--- src/rtl/id_stage.sv ---
// id_stage: MIPS R2000 instruction-decode stage.
// Holds the 32x32 register file with a write-back read bypass, the main and ALU
// control decode, immediate extension, branch/jump resolution, load-use and
// branch-operand stall detection, and the ID/EX pipeline register.
// Optional feature: define ID_LINK_EN to decode JAL (link into r31).
module id_stage #(
  parameter int RESET_PC_UNUSED = 0
) (
  input  logic        clk,
  input  logic        rst,
  input  logic [31:0] pc,
  input  logic [31:0] inst_in,
  input  logic [4:0]  write_register,
  input  logic [31:0] write_data_reg,
  input  logic        reg_write,
  input  logic        flush_id,
  output logic        exception,
  output logic        jump,
  output logic [4:0]  rs,
  output logic [4:0]  rt,
  output logic [4:0]  rd,
  output logic [31:0] imm,
  output logic [31:0] data_1,
  output logic [31:0] data_2,
  output logic [1:0]  wb,
  output logic [2:0]  m,
  output logic [5:0]  ex,
  output logic [31:0] pc_branch,
  output logic        br,
  output logic        hold_pc,
  output logic        hold_if,
  output logic        flush_ex
);

  localparam logic [3:0] ALU_ADD = 4'd0, ALU_ADDU = 4'd1, ALU_SUB = 4'd2, ALU_SUBU = 4'd3;
  localparam logic [3:0] ALU_AND = 4'd4, ALU_OR = 4'd5, ALU_XOR = 4'd6, ALU_NOR = 4'd7;
  localparam logic [3:0] ALU_SLT = 4'd8, ALU_SLL = 4'd9, ALU_SRL = 4'd10, ALU_LUI = 4'd11;

  logic unused_param;
  assign unused_param = (RESET_PC_UNUSED != 0);

  logic [5:0]  op, funct;
  logic [4:0]  rs_f, rt_f, rd_f;
  logic [31:0] rf_q [32];
  logic [31:0] src_a, src_b, imm_ext, pc_plus4, br_target, j_target;

  logic        valid, reg_dst, alu_src, zext, rs_used, rt_used;
  logic        is_beq, is_bne, is_j, is_jal, is_jr;
  logic [3:0]  alu_op;
  logic [1:0]  wb_c;
  logic [2:0]  m_c;
  logic        load_use, branch_stall, stall, bubble;

  // ID/EX register and shadow destination history
  logic        exception_q, flush_ex_q;
  logic [4:0]  rs_q, rt_q, rd_q, sh1_dst_q, sh2_dst_q;
  logic        sh1_we_q, sh2_we_q;
  logic [31:0] imm_q, data_1_q, data_2_q;
  logic [1:0]  wb_q;
  logic [2:0]  m_q;
  logic [5:0]  ex_q;
  logic [4:0]  rd_d;
  logic [31:0] data_1_d, data_2_d;

  assign op    = inst_in[31:26];
  assign rs_f  = inst_in[25:21];
  assign rt_f  = inst_in[20:16];
  assign rd_f  = inst_in[15:11];
  assign funct = inst_in[5:0];

  // Register file: cleared on reset, written by WB, r0 never written
  always_ff @(posedge clk or negedge rst) begin
    if (!rst) begin
      for (int i = 0; i < 32; i++) rf_q[i] <= '0;
    end else if (reg_write && write_register != 5'd0) begin
      rf_q[write_register] <= write_data_reg;
    end
  end

  // Operand reads with same-cycle write-back bypass; r0 always reads zero
  always_comb begin
    src_a = '0;
    src_b = '0;
    if (rs_f != 5'd0) src_a = (reg_write && write_register == rs_f) ? write_data_reg : rf_q[rs_f];
    if (rt_f != 5'd0) src_b = (reg_write && write_register == rt_f) ? write_data_reg : rf_q[rt_f];
  end

  // Main and ALU control decode
  always_comb begin
    valid = 1'b0; reg_dst = 1'b0; alu_src = 1'b0; alu_op = ALU_ADD;
    wb_c = 2'b00; m_c = 3'b000; zext = 1'b0; rs_used = 1'b1; rt_used = 1'b0;
    is_beq = 1'b0; is_bne = 1'b0; is_j = 1'b0; is_jal = 1'b0; is_jr = 1'b0;
    case (op)
      6'h00: begin
        valid = 1'b1; reg_dst = 1'b1; wb_c = 2'b10; rt_used = 1'b1;
        case (funct)
          6'h20: alu_op = ALU_ADD;
          6'h21: alu_op = ALU_ADDU;
          6'h22: alu_op = ALU_SUB;
          6'h23: alu_op = ALU_SUBU;
          6'h24: alu_op = ALU_AND;
          6'h25: alu_op = ALU_OR;
          6'h26: alu_op = ALU_XOR;
          6'h27: alu_op = ALU_NOR;
          6'h2A: alu_op = ALU_SLT;
          6'h00: alu_op = ALU_SLL;
          6'h02: alu_op = ALU_SRL;
          6'h08: begin
            is_jr = 1'b1; reg_dst = 1'b0; wb_c = 2'b00; m_c = 3'b100; rt_used = 1'b0;
          end
          default: valid = 1'b0;
        endcase
      end
      6'h08: begin valid = 1'b1; alu_src = 1'b1; wb_c = 2'b10; alu_op = ALU_ADD;  end
      6'h09: begin valid = 1'b1; alu_src = 1'b1; wb_c = 2'b10; alu_op = ALU_ADDU; end
      6'h0C: begin valid = 1'b1; alu_src = 1'b1; wb_c = 2'b10; alu_op = ALU_AND; zext = 1'b1; end
      6'h0D: begin valid = 1'b1; alu_src = 1'b1; wb_c = 2'b10; alu_op = ALU_OR;  zext = 1'b1; end
      6'h0E: begin valid = 1'b1; alu_src = 1'b1; wb_c = 2'b10; alu_op = ALU_XOR; zext = 1'b1; end
      6'h0A: begin valid = 1'b1; alu_src = 1'b1; wb_c = 2'b10; alu_op = ALU_SLT;  end
      6'h0F: begin valid = 1'b1; alu_src = 1'b1; wb_c = 2'b10; alu_op = ALU_LUI;  end
      6'h23: begin valid = 1'b1; alu_src = 1'b1; wb_c = 2'b11; m_c = 3'b010; alu_op = ALU_ADDU; end
      6'h2B: begin
        valid = 1'b1; alu_src = 1'b1; m_c = 3'b001; alu_op = ALU_ADDU; rt_used = 1'b1;
      end
      6'h04: begin valid = 1'b1; m_c = 3'b100; alu_op = ALU_SUBU; is_beq = 1'b1; rt_used = 1'b1; end
      6'h05: begin valid = 1'b1; m_c = 3'b100; alu_op = ALU_SUBU; is_bne = 1'b1; rt_used = 1'b1; end
      6'h02: begin valid = 1'b1; m_c = 3'b100; is_j = 1'b1; rs_used = 1'b0; end
`ifdef ID_LINK_EN
      6'h03: begin
        valid = 1'b1; reg_dst = 1'b1; wb_c = 2'b10; alu_op = ALU_ADDU; is_jal = 1'b1; rs_used = 1'b0;
      end
`endif
      default: valid = 1'b0;
    endcase
  end

  // Immediate extension and redirect targets
  assign imm_ext   = zext ? {16'h0000, inst_in[15:0]} : {{16{inst_in[15]}}, inst_in[15:0]};
  assign pc_plus4  = pc + 32'd4;
  assign br_target = pc_plus4 + {imm_ext[29:0], 2'b00};
  assign j_target  = {pc_plus4[31:28], inst_in[25:0], 2'b00};

  // Hazard detection: load-use against ID/EX, branch/jr sources against both shadow dests
  always_comb begin
    load_use = m_q[1] && (rt_q != 5'd0) &&
               ((rs_used && rs_f == rt_q) || (rt_used && rt_f == rt_q));
    branch_stall = 1'b0;
    if (is_beq || is_bne || is_jr) begin
      if (rs_f != 5'd0 && ((sh1_we_q && sh1_dst_q == rs_f) || (sh2_we_q && sh2_dst_q == rs_f)))
        branch_stall = 1'b1;
      if (!is_jr && rt_f != 5'd0 &&
          ((sh1_we_q && sh1_dst_q == rt_f) || (sh2_we_q && sh2_dst_q == rt_f)))
        branch_stall = 1'b1;
    end
    stall  = valid && (load_use || branch_stall);
    bubble = flush_id || stall || !valid;
  end

  // Redirect outputs
  assign jump      = is_j || is_jal || is_jr;
  assign hold_pc   = stall;
  assign hold_if   = stall;
  assign pc_branch = is_jr ? src_a : ((is_j || is_jal) ? j_target : br_target);
  assign br        = valid && !stall &&
                     (is_j || is_jal || is_jr || (is_beq && src_a == src_b) || (is_bne && src_a != src_b));

  assign rd_d     = is_jal ? 5'd31 : rd_f;
  assign data_1_d = is_jal ? (pc + 32'd8) : src_a;
  assign data_2_d = is_jal ? 32'd0 : src_b;

  // ID/EX register; bubbles zero the controls, shadow history shifts every cycle
  always_ff @(posedge clk or negedge rst) begin
    if (!rst) begin
      exception_q <= 1'b0; flush_ex_q <= 1'b0;
      rs_q <= '0; rt_q <= '0; rd_q <= '0; imm_q <= '0; data_1_q <= '0; data_2_q <= '0;
      wb_q <= '0; m_q <= '0; ex_q <= '0;
      sh1_dst_q <= '0; sh1_we_q <= 1'b0; sh2_dst_q <= '0; sh2_we_q <= 1'b0;
    end else begin
      exception_q <= !flush_id && !valid;
      flush_ex_q  <= bubble;
      rs_q <= rs_f; rt_q <= rt_f; rd_q <= rd_d; imm_q <= imm_ext;
      data_1_q <= data_1_d; data_2_q <= data_2_d;
      wb_q <= bubble ? 2'b00 : wb_c;
      m_q  <= bubble ? 3'b000 : m_c;
      ex_q <= bubble ? 6'b000000 : {reg_dst, alu_src, alu_op};
      sh2_dst_q <= sh1_dst_q; sh2_we_q <= sh1_we_q;
      sh1_dst_q <= reg_dst ? rd_d : rt_f;
      sh1_we_q  <= !bubble && wb_c[1];
    end
  end

  assign exception = exception_q;
  assign flush_ex  = flush_ex_q;
  assign rs = rs_q;  assign rt = rt_q;  assign rd = rd_q;
  assign imm = imm_q;  assign data_1 = data_1_q;  assign data_2 = data_2_q;
  assign wb = wb_q;  assign m = m_q;  assign ex = ex_q;

endmodule

--- config.mk ---
export PLATFORM = sky130hd
export DESIGN_NAME = id_stage
export DESIGN_NICKNAME = d
export VERILOG_FILES = /design/src/rtl/id_stage.sv
export SDC_FILE = /design/constraint.sdc
export NUM_CORES = 2
export LEC_CHECK = 0
export CELL_PAD_IN_SITES_DETAIL_PLACEMENT = 1
export CELL_PAD_IN_SITES_GLOBAL_PLACEMENT = 2
export CORE_UTILIZATION = 48
export CTS_CLUSTER_DIAMETER = 50
export DETAILED_ROUTE_END_ITERATION = 8
export GPL_TIMING_DRIVEN = 0
export MAX_ROUTING_LAYER = met4
export PLACE_DENSITY_LB_ADDON = 0.1
export SKIP_LAST_GASP = 1
export SLEW_MARGIN = 10
export SYNTH_ARGS = -nofsm -noshare
export SYNTH_HDL_FRONTEND = slang
export SYNTH_SLANG_ARGS = --single-unit
--- constraint.sdc ---
create_clock -name clk -period 6.9 [get_ports clk]
set_input_delay 0.69 -clock clk [delete_from_list [all_inputs] [get_ports clk]]
set_output_delay 0.69 -clock clk [all_outputs]
set_load 0.02 [all_outputs]
Word level (Yosys, flattened, before mapping):

Cells that the tools add are included.

* bits in registers: 1160
* bits of input ports: 105
* output and inout bits: 160
* logic and storage cells: 184

* $add $sub $neg: 2
* magnitude comparators: 4
* equal/unequal tests: 33
* mux-type cells: 42
* bitwise gates (word level): 3
* reduce and logical (&&, ||, !) cells: 53

Operator list (number)
* 1024-bit bitwise mux: 1
* 32-bit two-way mux: 12
* 32-bit binary-select mux with 5-bit select: 2
* 32-bit demux with 5-bit select: 1
* 6-bit equality test (second input constant): 11
* 6-bit by 4-bit equality test with 1-bit output (second input constant): 8
* 5-bit equality test: 8
* 4-bit case mux with 10 select lines: 1
* 32-bit by 3-bit adder with 32-bit output (second input constant): 1
* 32-bit adder: 1
* 32-bit equality test: 1
* 32-bit inequality test: 1
* 4-bit case mux with 8 select lines: 1
* 12-bit OR reduction: 2
* 1-bit logical AND: 22
* 5-bit nonzero test: 4
* 6-bit greater-or-equal comparator (second input constant): 3
* 5-bit inverter with 6-bit output: 3
* 1-bit two-way mux: 14
* 6-bit by 2-bit equality test with 1-bit output (second input constant): 2
* 6-bit by 3-bit equality test with 1-bit output (second input constant): 2
* 6-bit zero test: 2
* 3-bit case mux with 4 select lines: 1
* 3-bit OR reduction: 4
* other kinds (12): 29

Depth between registers and ports, before layout:

* depth in word-level cells: 14
* depth in mapped cells: 17
* gate-level depth less buffers: 17

Worst setup path after synthesis:

OpenSTA, ideal clock, no wires.

* kind: in2out
* start: input port pc[7]
* end: output port pc_branch[31]
* arrival: 4.329 ns
* required time: 6.210 ns
* setup slack: 1.881 ns
* cell stages on the path: 17
* path buffers: 0
* path through: and4_1 > and3_1 > nand4_1 > nor2b_1 > nand3_1 > xnor2_1 > ha_1 > o21ai_0 > nand2b_1 > a31o_2 > a21o_1 > or3_1 > nor4bb_1 > o31ai_1 > nand3_1 > and4_1 > o31ai_1

* cells in the longest elaborated chain, start to end: 4

RTL lines
* from (decl): line 11 `input logic [31:0] pc,`
* 32-bit by 3-bit adder with 32-bit output (*): line 139 `assign pc_plus4 = pc + 32'd4;`
* 32-bit adder: line 140 `assign br_target = pc_plus4 + {imm_ext[29:0], 2'b00};`
* 32-bit two-way mux (*) (2 in series): line 163 `assign pc_branch = is_jr ? src_a : ((is_j || is_jal) ? j_target : br_target);`
* to (decl): line 28 `output logic [31:0] pc_branch,`

Mark *: on every way between the ends. The rest lies on a longest branch, timed or not.

Worst setup path in the final report:

* start: input port inst_in[20]
* end: output port br

* cells in the longest elaborated chain, start to end: 11
* elaborated cells on any way between the ends: 33
* those cells by class: 6 x eq/ne; 7 x mux; 1 x bitwise; 19 x reduce/logical

RTL lines
* from (decl): line 12 `input logic [31:0] inst_in,`
* 5-bit inverter with 6-bit output (not written as such): line 85 `if (rt_f != 5'd0) src_b = (reg_write && write_register == rt_f) ? write_data_reg : rf_q[rt_f];`
* 32-bit binary-select mux with 5-bit select: line 85
* 32-bit two-way mux (not written as such) (2 in series): line 85
* 32-bit two-way mux: line 85
* 32-bit two-way mux (*): line 85
* net data_2_d[11]: line 63 `logic [31:0] data_1_d, data_2_d;`
* 32-bit equality test: line 165 `(is_j || is_jal || is_jr || (is_beq && src_a == src_b) || (is_bne && src_a != src_b));`
* 1-bit logical AND: line 165
* 1-bit logical OR: line 165
* 1-bit logical OR (*): line 165
* 1-bit logical AND (*): line 164 `assign br = valid && !stall &&`
* to (decl): line 29 `output logic br,`

The timed path passes the listed nets; every way through them passes the cells marked *. The select of a mux whose other input is x is not followed.

==> impl_results.md <==
* Pwr/cell area at 308 nW/um^2
* Num CTS Buffers at 151
* Largest net degree at the start of global routing at 159
* Grt ovf at 0
* Routed Antenna Nets at 0
* Top-area cell type share of the netlist area at 46.2%
* Violated checks: max-capacitance violations, max-slew violations, negative setup slack
* I/O Pins at 265
* Post-Route Utilization at 57.6%
* First-pass GRT wire length at 434000 um
* Nets at 5052
* Worst-path clk slew at 0.06 ns
* Post-synthesis register bit count at 1139
* Via Count at 50.0k
* Reg-to-reg slack, setup at 4.00 ns
* WL/cell at 48.0 um
* Most frequent cells in the layout: dfrtp_1, mux2_2, mux4_2
* DIE HEIGHT at 360 um
* Peak VDD IR at 0.292 mV
* TritonCTS clock tree: yes
* Pins Over Slew Limit at 32
* Final min period at 7.10 ns
* Initial Utilization at 48.3%
* Die width at 360 um
* Syn_nets at 4599
* Fillers at 12.2k
* Synth-to-Final Area Change at 19.2%
* Relative slew slack at -3.81%
* Syn Inst Count at 4461
* Cell area after synthesis at 61600 um^2
* Final Cycle Share at 103%
* DRC viols at 0
* # setup viols final at 1
* Crit-path max FO at 12
* Initial DRC count at 8001
* Synthesis Warnings at 0
* Commonest register cell after synthesis: dfrtp_1
* Die area at 130000 um^2
* Inst Count DP at 6408
* All-Layer GR Usage at 51.6%
* Core area at 128000 um^2
* Detailed-route wire length at 324000 um
* Leak at 31.6 nW
* CP Data Arrival Time at 6.41 ns
* Finished Layout Cells at 6754
* # port buffers at 257
* Hold path startpoint: inst_in[25]
* Synth area leader: dfrtp_1
* Setup TNS at -0.199 ns
* Vias in the first global route at 49.3k
* Sink Count at 1139
* Layout cells sized above 1 at 40.9%
* Final Hold Fails at 0
* H-tree depth at 4
* # Max-Cap Violations at 3
* Hold Path Stages at 1
* Fin area at 73500 um^2
* First drt pass iteration count at 8
* EDFF count, synth at 0
* Dpl hpwl at 218000 um
* Worst setup SP type: input pin
* Netlist cell types at 79
* Bufs on Longest Clock Path at 3
* Row count at 131
* Worst Skew at 0.0390 ns
* Initial antenna violation count at 29
* Critical Path End Type: primary output
* Commonest non-fill, non-tap cell in the layout: dfrtp_1
* Synth area leaders: dfrtp_1, mux2_2, mux4_2
* Crit Path Category: input pin to primary output
* Fmax at 141 MHz
* FF-to-FF Start: rf_q[9]
* Post-synthesis sequential area ratio at 46.2%
* Slew @ Worst Pin at 1.56 ns
* Worst Hold Class: input pin to flop
* Asr flop ratio synth at 100%
* Number of vias per cell at 7.40
* Status: finished with violations
* Setup WS pre-CTS at -2.09 ns
* CTS Root Cell: clkbuf_16
* Final WS setup at -0.199 ns
* Syn Area/Cell at 13.8 um^2
* Final GP Congestion at 1.06
* Clock Latency Late Sink at 0.85 ns
* Required time worst endpoint at 6.21 ns
* Placed Area at 67000 um^2
* Worst reg2reg endpoint: data_1[9]
* Worst Hold Path EP: rs[4]
* Worst R2R Path Depth at 5
## flip-flops by register name, indices dropped and copies added (netlist names)
name and count:
sh1_we_q 1, sh2_we_q 1, flush_ex 1, ex 6, data_2 32, rs 5
data_1 32, exception 1, sh2_dst_q 5, wb 1, imm 17, rf_q 1024
m 3, rt 5, sh1_dst_q 5
## worst max path at each step
stage / start / endpoint / slack, ns / depth (start not counted)
floorplan: pc[7] / pc_branch[31] / 1.88 / 17
global placement: rst / rf_q[421] / -47.80 / 1
detailed placement: inst_in[17] / br / -2.09 / 15
CTS: inst_in[16] / br / 0.12 / 18
global route: inst_in[16] / br / -0.09 / 18
finish: inst_in[20] / br / -0.20 / 14
## Yosys cell counts (7+ instances only)
cell type / count
nand3_1: 43
a211oi_1: 43
buf_6: 30
nand2_1: 168
a32oi_1: 8
nor3_1: 28
nor4_1: 14
a2111oi_0: 7
ha_1: 32
buf_1: 46
a21o_1: 16
mux4_2: 437
buf_2: 46
a221oi_1: 44
a221o_1: 9
o22ai_1: 49
mux2_2: 992
and2_1: 13
xor2_1: 57
o221ai_1: 33
mux2i_1: 186
o211ai_1: 10
nor3b_1: 12
and3_1: 12
inv_1: 30
a22o_1: 26
nand2b_1: 15
a21oi_1: 105
o21a_1: 7
nand4_1: 15
nor2b_1: 16
xnor2_1: 64
clkbuf_1: 298
o21ai_0: 70
a22oi_1: 74
a31oi_1: 9
dfrtp_1: 1139
buf_4: 51
nor2_1: 95
a32o_1: 16
## final cells by class
type / instances / area (um^2) / share of cell area, %
Multi-Input combinational cell: 2816 / 31100 / 42.4
Sequential cell: 1139 / 28500 / 38.8
Clock buffer: 194 / 4230 / 5.75
Timing Repair Buffer: 306 / 3290 / 4.47
Buffer: 467 / 2970 / 4.04
Tap cell: 1662 / 2080 / 2.83
Clock inverter: 82 / 1030 / 1.40
Antenna cell: 55 / 138 / 0.187
Inverter: 33 / 128 / 0.174
## cell families (layout without fill, tap and decap cells)
family                   after synthesis  in the layout  synth area share, %
AO/OA/AOI/OAI                        572            572                 6.59
XOR/XNOR                             121            121                 1.72
adder cells (fa/ha/maj)               33             33                0.682
buffers and inverters                506           1082                 3.90
flip-flops                          1139           1139                 46.2
multiplexers                        1615           1615                 37.1
other                                  0             55                    0
AND/OR/NAND/NOR                      475            475                 3.77
## where the power goes
group | leakage, nW | switching [mW] | internal [mW]
Clock | 2.56 | 3.38 | 5.05
Sequential | 14.6 | 0.952 | 7.90
Combinational | 14.4 | 2.75 | 2.57
## per-stage QoR
step | power [mW] | hold WS (ns)
finish | 22.6 | 0.334
detailed placement | 13.9 | 0.438
floorplan | 11.7 | 0.394
CTS | 22.3 | 0.329
global route | 23.0 | 0.343
global placement | 13.7 | 0.433
## what timing repair did
action	CTS	global route
hold endpoints to repair	64	0
endpoints found under the setup margin	1	2
resized for setup	230	49
hold buffers	1	0
pin swaps	5	2
buffers inserted	9	11
## critical path, stage by stage
cell	delay [ns]
clkdlybuf4s50_1	1.15
clkbuf_4	0.67
clkbuf_2	0.66
o221ai_1	0.35
a21oi_1	0.20
nand2_1	0.08
a32o_1	0.37
xnor2_1	0.21
nor3_1	0.38
nand4_1	0.31
or4_1	0.52
a21oi_2	0.25
o21a_1	0.14
clkdlybuf4s15_1	0.36
## routing by layer
| metal | GRT usage [%] | vias up | share of wire (%) |
|---|---|---|---|
| li1 | - | 18000 | - |
| met1 | 61.9 | 26500 | 35 |
| met2 | 67.5 | 4209 | 41 |
| met3 | 24.6 | 1255 | 15 |
| met4 | 36.3 | 0 | 8.7 |
| met5 | - | - | 0 |
Note: power is estimated with default switching activity, not from simulation.
